File: config.mk
export PLATFORM = sky130hd
export DESIGN_NAME = seven_seg_display_scheduler_flat
export DESIGN_NICKNAME = d
export VERILOG_FILES = /design/src/rtl/seven_seg_display_scheduler_pkg.sv /design/src/rtl/seven_seg_display_scheduler_if.sv /design/src/rtl/seven_seg_display_scheduler_refresh_tick_gen.sv /design/src/rtl/seven_seg_display_scheduler.sv /design/src/flat_wrapper.sv
export SDC_FILE = /design/constraint.sdc
export NUM_CORES = 1
export LEC_CHECK = 0
export CAP_MARGIN = 5
export CORE_ASPECT_RATIO = 0.5
export CORE_MARGIN = 10
export CORE_UTILIZATION = 39
export DETAILED_ROUTE_END_ITERATION = 10
export HOLD_SLACK_MARGIN = 0.05
export PLACE_DENSITY = 0.85
export SETUP_SLACK_MARGIN = 0.3
export SYNTH_ARGS = -nofsm -noshare
export SYNTH_HDL_FRONTEND = slang
export SYNTH_SLANG_ARGS = --single-unit
File: constraint.sdc
create_clock -name clk -period 4.5 [get_ports clk]
set_input_delay 0.9 -clock clk [delete_from_list [all_inputs] [get_ports clk]]
set_output_delay 0.9 -clock clk [all_outputs]
set_load 0.005 [all_outputs]
File: src/rtl/seven_seg_display_scheduler_pkg.sv
`default_nettype none
// ============================================================================
// Module  : seven_seg_pkg
// Brief   : Shared encodings and constants for the 7-segment display scheduler.
// Revision: 1.0 - initial release
// ============================================================================
package seven_seg_pkg;

    localparam int          NUM_DIGITS = 8;
    localparam int          DIGIT_W    = 7;
    localparam logic [6:0]  SEG_BLANK  = 7'h7F;
    localparam logic [7:0]  AN_ALL_OFF = 8'hFF;

    typedef enum logic [1:0] {
        SRC_NUM1   = 2'd0,
        SRC_NUM2   = 2'd1,
        SRC_ANSWER = 2'd2
    } src_t;

    typedef enum logic [1:0] {
        SHOW_NUM1   = 2'd0,
        SHOW_NUM2   = 2'd1,
        SHOW_ANSWER = 2'd2
    } state_t;

    function automatic state_t advance_state(input state_t s);
        case (s)
            SHOW_NUM1: advance_state = SHOW_NUM2;
            SHOW_NUM2: advance_state = SHOW_ANSWER;
            default:   advance_state = SHOW_NUM1;
        endcase
    endfunction

    function automatic src_t state_to_src(input state_t s);
        case (s)
            SHOW_NUM2:   state_to_src = SRC_NUM2;
            SHOW_ANSWER: state_to_src = SRC_ANSWER;
            default:     state_to_src = SRC_NUM1;
        endcase
    endfunction

endpackage
`default_nettype wire

File: src/rtl/seven_seg_display_scheduler_if.sv
`default_nettype none
// ============================================================================
// Module  : seven_seg_display_scheduler_if
// Brief   : Datapath/decoder/board signals around the display scheduler.
// Revision: 1.0 - initial release
// ============================================================================
interface seven_seg_display_scheduler_if;
    import seven_seg_pkg::*;

    logic [15:0]                   num1;
    logic [15:0]                   num2;
    logic [31:0]                   answer;
    logic                          answer_valid;
    logic                          next_btn;
    logic [31:0]                   binary_number;
    logic [NUM_DIGITS*DIGIT_W-1:0] digit_patterns;
    logic [DIGIT_W-1:0]            seg_out;
    logic [NUM_DIGITS-1:0]         an_out;
    logic [1:0]                    src_sel;

    modport master (
        output num1, num2, answer, answer_valid, next_btn, digit_patterns,
        input  binary_number, seg_out, an_out, src_sel
    );

    modport slave (
        input  num1, num2, answer, answer_valid, next_btn, digit_patterns,
        output binary_number, seg_out, an_out, src_sel
    );
endinterface
`default_nettype wire

File: src/rtl/seven_seg_display_scheduler_refresh_tick_gen.sv
`default_nettype none
// ============================================================================
// Module  : refresh_tick_gen
// Brief   : Free-running 0..CLK_DIV-1 counter; tick marks the last count.
// Revision: 1.0 - initial release
// ============================================================================
module refresh_tick_gen #(
    parameter int CLK_DIV = 50000
) (
    input  wire logic clk,
    input  wire logic reset,
    output logic      tick
);
    localparam int             CW   = (CLK_DIV > 2) ? $clog2(CLK_DIV) : 1;
    localparam logic [CW-1:0]  LAST = CW'(CLK_DIV - 1);

    logic [CW-1:0] count;

    assign tick = (count == LAST);

    always_ff @(posedge clk) begin
        if (reset) begin
            count <= '0;
        end else if (tick) begin
            count <= '0;
        end else begin
            count <= count + 1'b1;
        end
    end
endmodule
`default_nettype wire

File: src/rtl/seven_seg_display_scheduler.sv
`default_nettype none
// ============================================================================
// Module  : seven_seg_display_scheduler
// Brief   : Source select, digit scan and ghost-free switching for an 8-digit
//           7-segment display. Optional AUTO_CYCLE_EN rotates sources by frame.
// Revision: 1.0 - initial release
// ============================================================================
module seven_seg_display_scheduler
    import seven_seg_pkg::*;
#(
    parameter int CLK_DIV    = 50000,
    parameter int NUM_DIGITS = seven_seg_pkg::NUM_DIGITS
`ifdef AUTO_CYCLE_EN
    ,
    parameter int FRAMES_PER_ROTATE = 200
`endif
) (
    input  wire logic                   clk,
    input  wire logic                   reset,
    seven_seg_display_scheduler_if.slave bus
);
    localparam int               IDX_W    = $clog2(NUM_DIGITS);
    localparam logic [IDX_W-1:0] IDX_LAST = IDX_W'(NUM_DIGITS - 1);

    logic                                    tick;
    logic [IDX_W-1:0]                        idx;
    logic [IDX_W-1:0]                        idx_next;
    logic                                    frame_end;
    logic                                    auto_adv;
    logic                                    src_change;
    logic                                    blank_pending;
    state_t                                  state;
    state_t                                  state_next;
    logic [1:0]                              src_sel;
    logic [DIGIT_W-1:0]                      seg;
    logic [NUM_DIGITS-1:0]                   an;
    logic [NUM_DIGITS-1:0][DIGIT_W-1:0]      pats;
    logic [31:0]                             bin;

    refresh_tick_gen #(.CLK_DIV(CLK_DIV)) u_tick (
        .clk   (clk),
        .reset (reset),
        .tick  (tick)
    );

    assign pats      = bus.digit_patterns;
    assign idx_next  = (idx == IDX_LAST) ? '0 : idx + 1'b1;
    assign frame_end = tick && (idx == IDX_LAST);

`ifdef AUTO_CYCLE_EN
    localparam int FW = (FRAMES_PER_ROTATE > 1) ? $clog2(FRAMES_PER_ROTATE) : 1;
    localparam logic [FW-1:0] FRAME_LAST = FW'(FRAMES_PER_ROTATE - 1);

    logic [FW-1:0] frame_cnt;

    assign auto_adv = frame_end && (frame_cnt == FRAME_LAST);

    // Also cleared on auto_adv so an absorbed rotation (answer_valid already
    // showing ANSWER) restarts the count instead of running past the limit.
    always_ff @(posedge clk) begin
        if (reset) begin
            frame_cnt <= '0;
        end else if (src_change || auto_adv) begin
            frame_cnt <= '0;
        end else if (frame_end) begin
            frame_cnt <= frame_cnt + 1'b1;
        end
    end
`else
    assign auto_adv = 1'b0;
`endif

    // answer_valid outranks both the button and the auto rotation.
    always_comb begin
        state_next = state;
        if (bus.answer_valid) begin
            state_next = SHOW_ANSWER;
        end else if (bus.next_btn || auto_adv) begin
            state_next = advance_state(state);
        end
    end

    assign src_change = (state_next != state);

    always_ff @(posedge clk) begin
        if (reset) begin
            state         <= SHOW_NUM1;
            src_sel       <= SRC_NUM1;
            idx           <= '0;
            seg           <= SEG_BLANK;
            an            <= AN_ALL_OFF;
            blank_pending <= 1'b0;
        end else begin
            state   <= state_next;
            src_sel <= state_to_src(state_next);
            if (tick) begin
                idx <= idx_next;
                if (blank_pending) begin
                    seg <= SEG_BLANK;
                    an  <= AN_ALL_OFF;
                end else begin
                    seg <= pats[idx_next];
                    an  <= ~(NUM_DIGITS'(1) << idx_next);
                end
            end
            // A change re-arms even while a blank slot is being consumed.
            if (src_change) begin
                blank_pending <= 1'b1;
            end else if (tick) begin
                blank_pending <= 1'b0;
            end
        end
    end

    always_comb begin
        bin = 32'h0;
        case (src_sel)
            SRC_NUM1:   bin = {16'h0, bus.num1};
            SRC_NUM2:   bin = {16'h0, bus.num2};
            SRC_ANSWER: bin = bus.answer;
            default:    bin = 32'h0;
        endcase
    end

    assign bus.binary_number = bin;
    assign bus.seg_out       = seg;
    assign bus.an_out        = an;
    assign bus.src_sel       = src_sel;
endmodule
`default_nettype wire

File: src/flat_wrapper.sv
// flat-port wrapper written by rule: the top's interface ports become plain ports
module seven_seg_display_scheduler_flat import seven_seg_pkg::*;
#(
    parameter int CLK_DIV    = 50000,
    parameter int NUM_DIGITS = seven_seg_pkg::NUM_DIGITS

)
  (clk, reset, bus_num1, bus_num2, bus_answer, bus_answer_valid, bus_next_btn, bus_digit_patterns, bus_binary_number, bus_seg_out, bus_an_out, bus_src_sel);
  seven_seg_display_scheduler_if bus_i ();
  input  wire logic clk;
  input  wire logic reset;
  input wire logic [$bits(bus_i.num1)-1:0] bus_num1;
  input wire logic [$bits(bus_i.num2)-1:0] bus_num2;
  input wire logic [$bits(bus_i.answer)-1:0] bus_answer;
  input wire logic [$bits(bus_i.answer_valid)-1:0] bus_answer_valid;
  input wire logic [$bits(bus_i.next_btn)-1:0] bus_next_btn;
  input wire logic [$bits(bus_i.digit_patterns)-1:0] bus_digit_patterns;
  output wire logic [$bits(bus_i.binary_number)-1:0] bus_binary_number;
  output wire logic [$bits(bus_i.seg_out)-1:0] bus_seg_out;
  output wire logic [$bits(bus_i.an_out)-1:0] bus_an_out;
  output wire logic [$bits(bus_i.src_sel)-1:0] bus_src_sel;
  assign bus_i.num1 = bus_num1;
  assign bus_i.num2 = bus_num2;
  assign bus_i.answer = bus_answer;
  assign bus_i.answer_valid = bus_answer_valid;
  assign bus_i.next_btn = bus_next_btn;
  assign bus_i.digit_patterns = bus_digit_patterns;
  assign bus_binary_number = bus_i.binary_number;
  assign bus_seg_out = bus_i.seg_out;
  assign bus_an_out = bus_i.an_out;
  assign bus_src_sel = bus_i.src_sel;
  seven_seg_display_scheduler #(.CLK_DIV(CLK_DIV), .NUM_DIGITS(NUM_DIGITS)) u_core (.clk(clk), .reset(reset), .bus(bus_i));
endmodule
**After elaboration in Yosys (flattened, before gate mapping)**

Cells that the tools add are included.

- Add/subtract/negate cells: 2
- Order comparisons: 1
- Equality and inequality tests: 8
- Shift operators: 1
- Muxes and demuxes: 12
- Bitwise gates (word level): 1
- Reduce and logical (&&, ||, !) cells: 4

Operators by type and width:

| kind | number |
|---|---|
| case mux 32 bit (3 select lines) | 1 |
| binary-select mux 7 bit (select 3 bit) | 1 |
| adder 16 x 1 -> 16 bit (second input constant) | 1 |
| == test 16 bit (second input constant) | 1 |
| two-way mux 7 bit | 2 |
| two-way mux 8 bit | 1 |
| inverter 8 bit | 1 |
| case mux 2 bit (2 select lines) | 2 |
| left shift 1 x 3 -> 8 bit (first input constant) | 1 |
| == test 2 x 1 -> 1 bit (second input constant) | 3 |
| == test 2 bit (second input constant) | 2 |
| zero test 2 bit | 2 |
| less-than comparator 3 x 4 -> 1 bit (second input constant) | 1 |
| two-way mux 2 bit | 2 |
| adder 3 x 1 -> 3 bit (second input constant) | 1 |
| == test 3 bit (second input constant) | 1 |
| two-way mux 3 bit | 1 |
| two-way mux 1 bit | 2 |
| != test 2 bit | 1 |
| nonzero test 2 bit | 1 |
| OR reduction 2 bit | 1 |

- Register bits after elaboration: 39
- Bits of input ports: 124
- Output and inout port bits: 49
- Logic and storage cells: 36

**Longest topological paths before layout**

- Depth in word-level cells: 6
- Mapped depth: 7
- Depth with buffers taken out: 6

**Cells and area by module**

Synthesis repeated with hierarchy kept, for this count alone.

- Cell total of the unflattened synthesis: 290
- Area, all modules: 2518.7 sq um

By module, submodules not included:

| module | times used | cells each | area each (sq um) |
|---|---|---|---|
| seven_seg_display_scheduler | 1 | 209 | 1808.0 |
| refresh_tick_gen | 1 | 81 | 710.7 |

**Least setup slack after synthesis**

OpenSTA, ideal clock, no wires.

- Path kind: reg-to-output
- From: register u_core.src_sel[0] (netlist: u_core.bus.src_sel[0])
- To: output bus_binary_number[0]
- Data arrival time: 1.474 ns
- Required time: 3.600 ns
- Setup slack: 2.126 ns
- Cell stages (with the launch flop): 5
- Path buffers: 2
- Cells stage by stage: dfxtp_1 -> clkbuf_1 -> buf_1 -> mux2i_1 -> o21ai_0

- Word-level cells in the longest chain between the ends: 2
- Elaborated cells between the ends (all ways): 4
- Those cells by class: 2 x eq/ne; 1 x mux; 1 x reduce/logical

RTL lines:

| item | line | text |
|---|---|---|
| start, declared | seven_seg_display_scheduler.sv:34 | `logic [1:0] src_sel;` |
| start signal, assigned | seven_seg_display_scheduler.sv:95 | `src_sel <= state_to_src(state_next);` |
| == test 2 bit, or another cell as far along | seven_seg_display_scheduler.sv:117 | `case (src_sel)` |
| case mux 32 bit (3 select lines) * | seven_seg_display_scheduler.sv:117 |  |
| end, declared | flat_wrapper.sv:18 | `output wire logic [$bits(bus_i.binary_number)-1:0] bus_binary_number;` |

Mark *: on every way between the ends. The rest lies on a longest branch, timed or not.

**Worst setup path in the final report**

- From: input bus_num1[1]
- To: output bus_binary_number[1]

- Word-level cells in the longest chain between the ends: 1

RTL lines:

| item | line | text |
|---|---|---|
| start, declared | flat_wrapper.sv:12 | `input wire logic [$bits(bus_i.num1)-1:0] bus_num1;` |
| case mux 32 bit (3 select lines) | seven_seg_display_scheduler.sv:117 |  |

No other way between the ends.

==> summary.txt <==
status - complete, no violations
routability cong. - 0.791
reg-to-reg startpoint - u_core.idx[0]
CP Max Fanout - 1
Num CTS Buffers - 5
slowest CP cell - clkdlybuf4s50_1
final hold slack - 0.472 ns
P per Cell Area - 224 nW/um2
top cell type's share of synthesized area - 0.312
top cells by count, synth - dfxtp_1, nand2_1, nor2_1
drt first pass iters - 4
Yosys cell types - 39
Final Hold Viols - 0
antenna viol nets, final - 0
initial antenna violation count - 0
top post-synthesis cells by area - dfxtp_1, mux4_2, mux2i_1
Routed Wire Length - 9450 um
Int Pwr - 0.789 mW
largest net degree at the start of global routing - 33
Ports - 173
Antenna Diode Count - 0
critical path's most frequent cell - clkdlybuf4s50_1
CP endpoint - bus_binary_number[1]
Reg power frac - 0.361
root buffer cell - clkbuf_16
via count - 2689
Critical Path Start Type - input port
mapped cell area - 2510 um2
Worst path max stage delay - 0.56 ns
GR peak layer - met2
CP required - 3.60 ns
CTS clk-pin slew, worst paths - 0.06 ns
most frequent cell after synthesis - dfxtp_1
dominant cell type by area after synthesis - dfxtp_1
die area - 10200 um2
worst path cell trace - clkdlybuf4s50_1 -> mux2i_1 -> o21ai_0 -> clkdlybuf4s50_1
Slew Limit Fails - 0
register area share after synthesis - 0.312
DR DRC count - 0
width of the die - 133 um
GRT Total Usage - 0.176
Tcrit/Tclk final - 0.685
Clock Tree Buf Depth - 2
Mapped Avg Cell Area - 8.76 um2
crit end category - output pin
net switching power - 0.201 mW
Post-synth top flop - dfxtp_1
number of synthesized flops with an enable pin - 0
Synth warnings - 0
Area Growth Syn to Fin - 76.7%
GRT met1 Usage - 0.198
reg2reg end - u_core.bus.seg_out[4]
crit path kind - input port to output pin
Detailed Place HPWL - 7970 um
worst-margin pin slew - 1.17 ns
Gate Count Post-Synth - 286
Port Buffers - 172
number of core rows - 20
RSZ-0062 raised after global routing - no
TritonCTS clock tree - yes
routed len/inst - 17.6 um
total negative setup slack - 0 ns
clock latency on the worst-skew pair - 0.28 ns
GRT overflow - 0
r2r setup slk - 2.03 ns
Layout Skew - 0.00248 ns
first-pass GRT wire length - 15000 um
Core Box Area - 6160 um2
# Max-Cap Violations - 0
clk sinks - 39
hold buffers post-CTS - 0
Starting DRT DRC Count - 117
Worst R2R Path Depth - 6
crit path time final - 3.08 ns
Starting Density - 0.407
Hold Path Class - register to register
Global Route met2 Usage - 0.308
net count after synthesis - 417
GRT met3 Usage - 0.0715
Clk pwr share - 0.411
final setup fails - 0
Post-CTS Setup Inserts - 0
share of cells above drive strength 1 - 0.0692
Vias/cell - 5.02
cts repair resizes - 0
CP arrival - 2.18 ns
vias in the first global route - 2719
maximum clock rate - 0.325 GHz
Max-slew headroom - 0.217
Logic pwr share - 0.228
maximum VDD drop - 0.145 mV
# nets final - 578
leakage - 1.67 nW
H-tree lvl count - 2
Switching Share - 0.203
asr flop ratio synth - 0
Critical path origin - bus_num1[1]
Synth Register Bits - 39
Die Y - 76.7 um
[state kept, by name (all words and copies together), names as in the netlist]
name / count
u_core.state: 2
u_core.idx: 3
u_core.blank_pending: 1
u_core.bus.an_out: 8
u_core.bus.src_sel: 2
u_core.bus.seg_out: 7
u_core.u_tick.count: 16
[metrics by stage]
stage | utilization | std cells | power, mW | setup WS [ns] | area, um2
after global routing | 0.720 | 536 | 1.03 | 1.28 | 4430
after floorplan | - | 286 | 0.426 | 2.13 | 2510
after global placement | 0.691 | 528 | 0.585 | 1.45 | 4260
after detailed placement | 0.691 | 528 | 0.592 | 1.41 | 4260
final | 0.720 | 536 | 0.990 | 1.42 | 4430
after CTS | 0.720 | 536 | 0.997 | 1.42 | 4430
[area by class of cell]
class / instances / area (um2)
well taps: 88 / 110
multi-input cells: 221 / 1600
clock inverters: 2 / 35.0
repair buffers: 175 / 1740
inverters: 5 / 18.8
fillers: 445 / 1730
clock buffers: 6 / 139
flip-flops and latches: 39 / 781
[metal layers]
metal,vias to the layer above,part of all wire
met5,-,0
met4,0,0.0079
met3,7,0.10
met2,122,0.48
met1,1219,0.41
li1,1341,-
[worst min path at each step]
| stage | from | slack [ns] | cells after the start | end |
|---|---|---|---|---|
| floorplan | u_core.u_tick.count[0] | 0.41 | 1 | u_core.u_tick.count[0] |
| global placement | u_core.u_tick.count[0] | 0.42 | 1 | u_core.u_tick.count[0] |
| detailed placement | u_core.u_tick.count[0] | 0.44 | 1 | u_core.u_tick.count[0] |
| CTS | u_core.u_tick.count[0] | 0.47 | 1 | u_core.u_tick.count[0] |
| global route | u_core.idx[2] | 0.49 | 2 | u_core.idx[2] |
| finish | u_core.u_tick.count[0] | 0.47 | 1 | u_core.u_tick.count[0] |
[worst max-delay path: cells and delay by family]
family                 cells  cell delay [ns]
AOI/OAI and AO/OA          1             0.19
buffers and inverters      2             1.02
muxes                      1             0.06
[kinds of logic (layout without fill, tap and decap cells)]
family,after synthesis,count (layout),synth area share
xor+xnor,12,12,0.0419
mux,30,30,0.190
fa+ha+maj,7,7,0.0349
flops,39,39,0.312
simple gates,118,118,0.252
compound gates,54,54,0.121
buf+inv,26,188,0.0494
[placed cells by master, fill, tap and decap left out, types with 7 or more instances in the layout]
cell type / instances
a21oi_1: 13
and2_1: 18
and3_1: 10
clkdlybuf4s50_1: 172
dfxtp_1: 39
ha_1: 7
mux2i_1: 16
mux4_2: 14
nand2_1: 30
nor2_1: 23
o21ai_0: 21
o21bai_1: 8
xor2_1: 9
[power by group through the flow]
stage / sequential (mW) / clock (mW) / combinational (mW)
floorplan: 0.362 / 0 / 0.0638
CTS: 0.357 / 0.411 / 0.228
detailed placement: 0.365 / 0 / 0.227
global route: 0.359 / 0.425 / 0.243
global placement: 0.364 / 0 / 0.221
finish: 0.358 / 0.407 / 0.226
No activity file was read; power rests on OpenSTA's default activity.
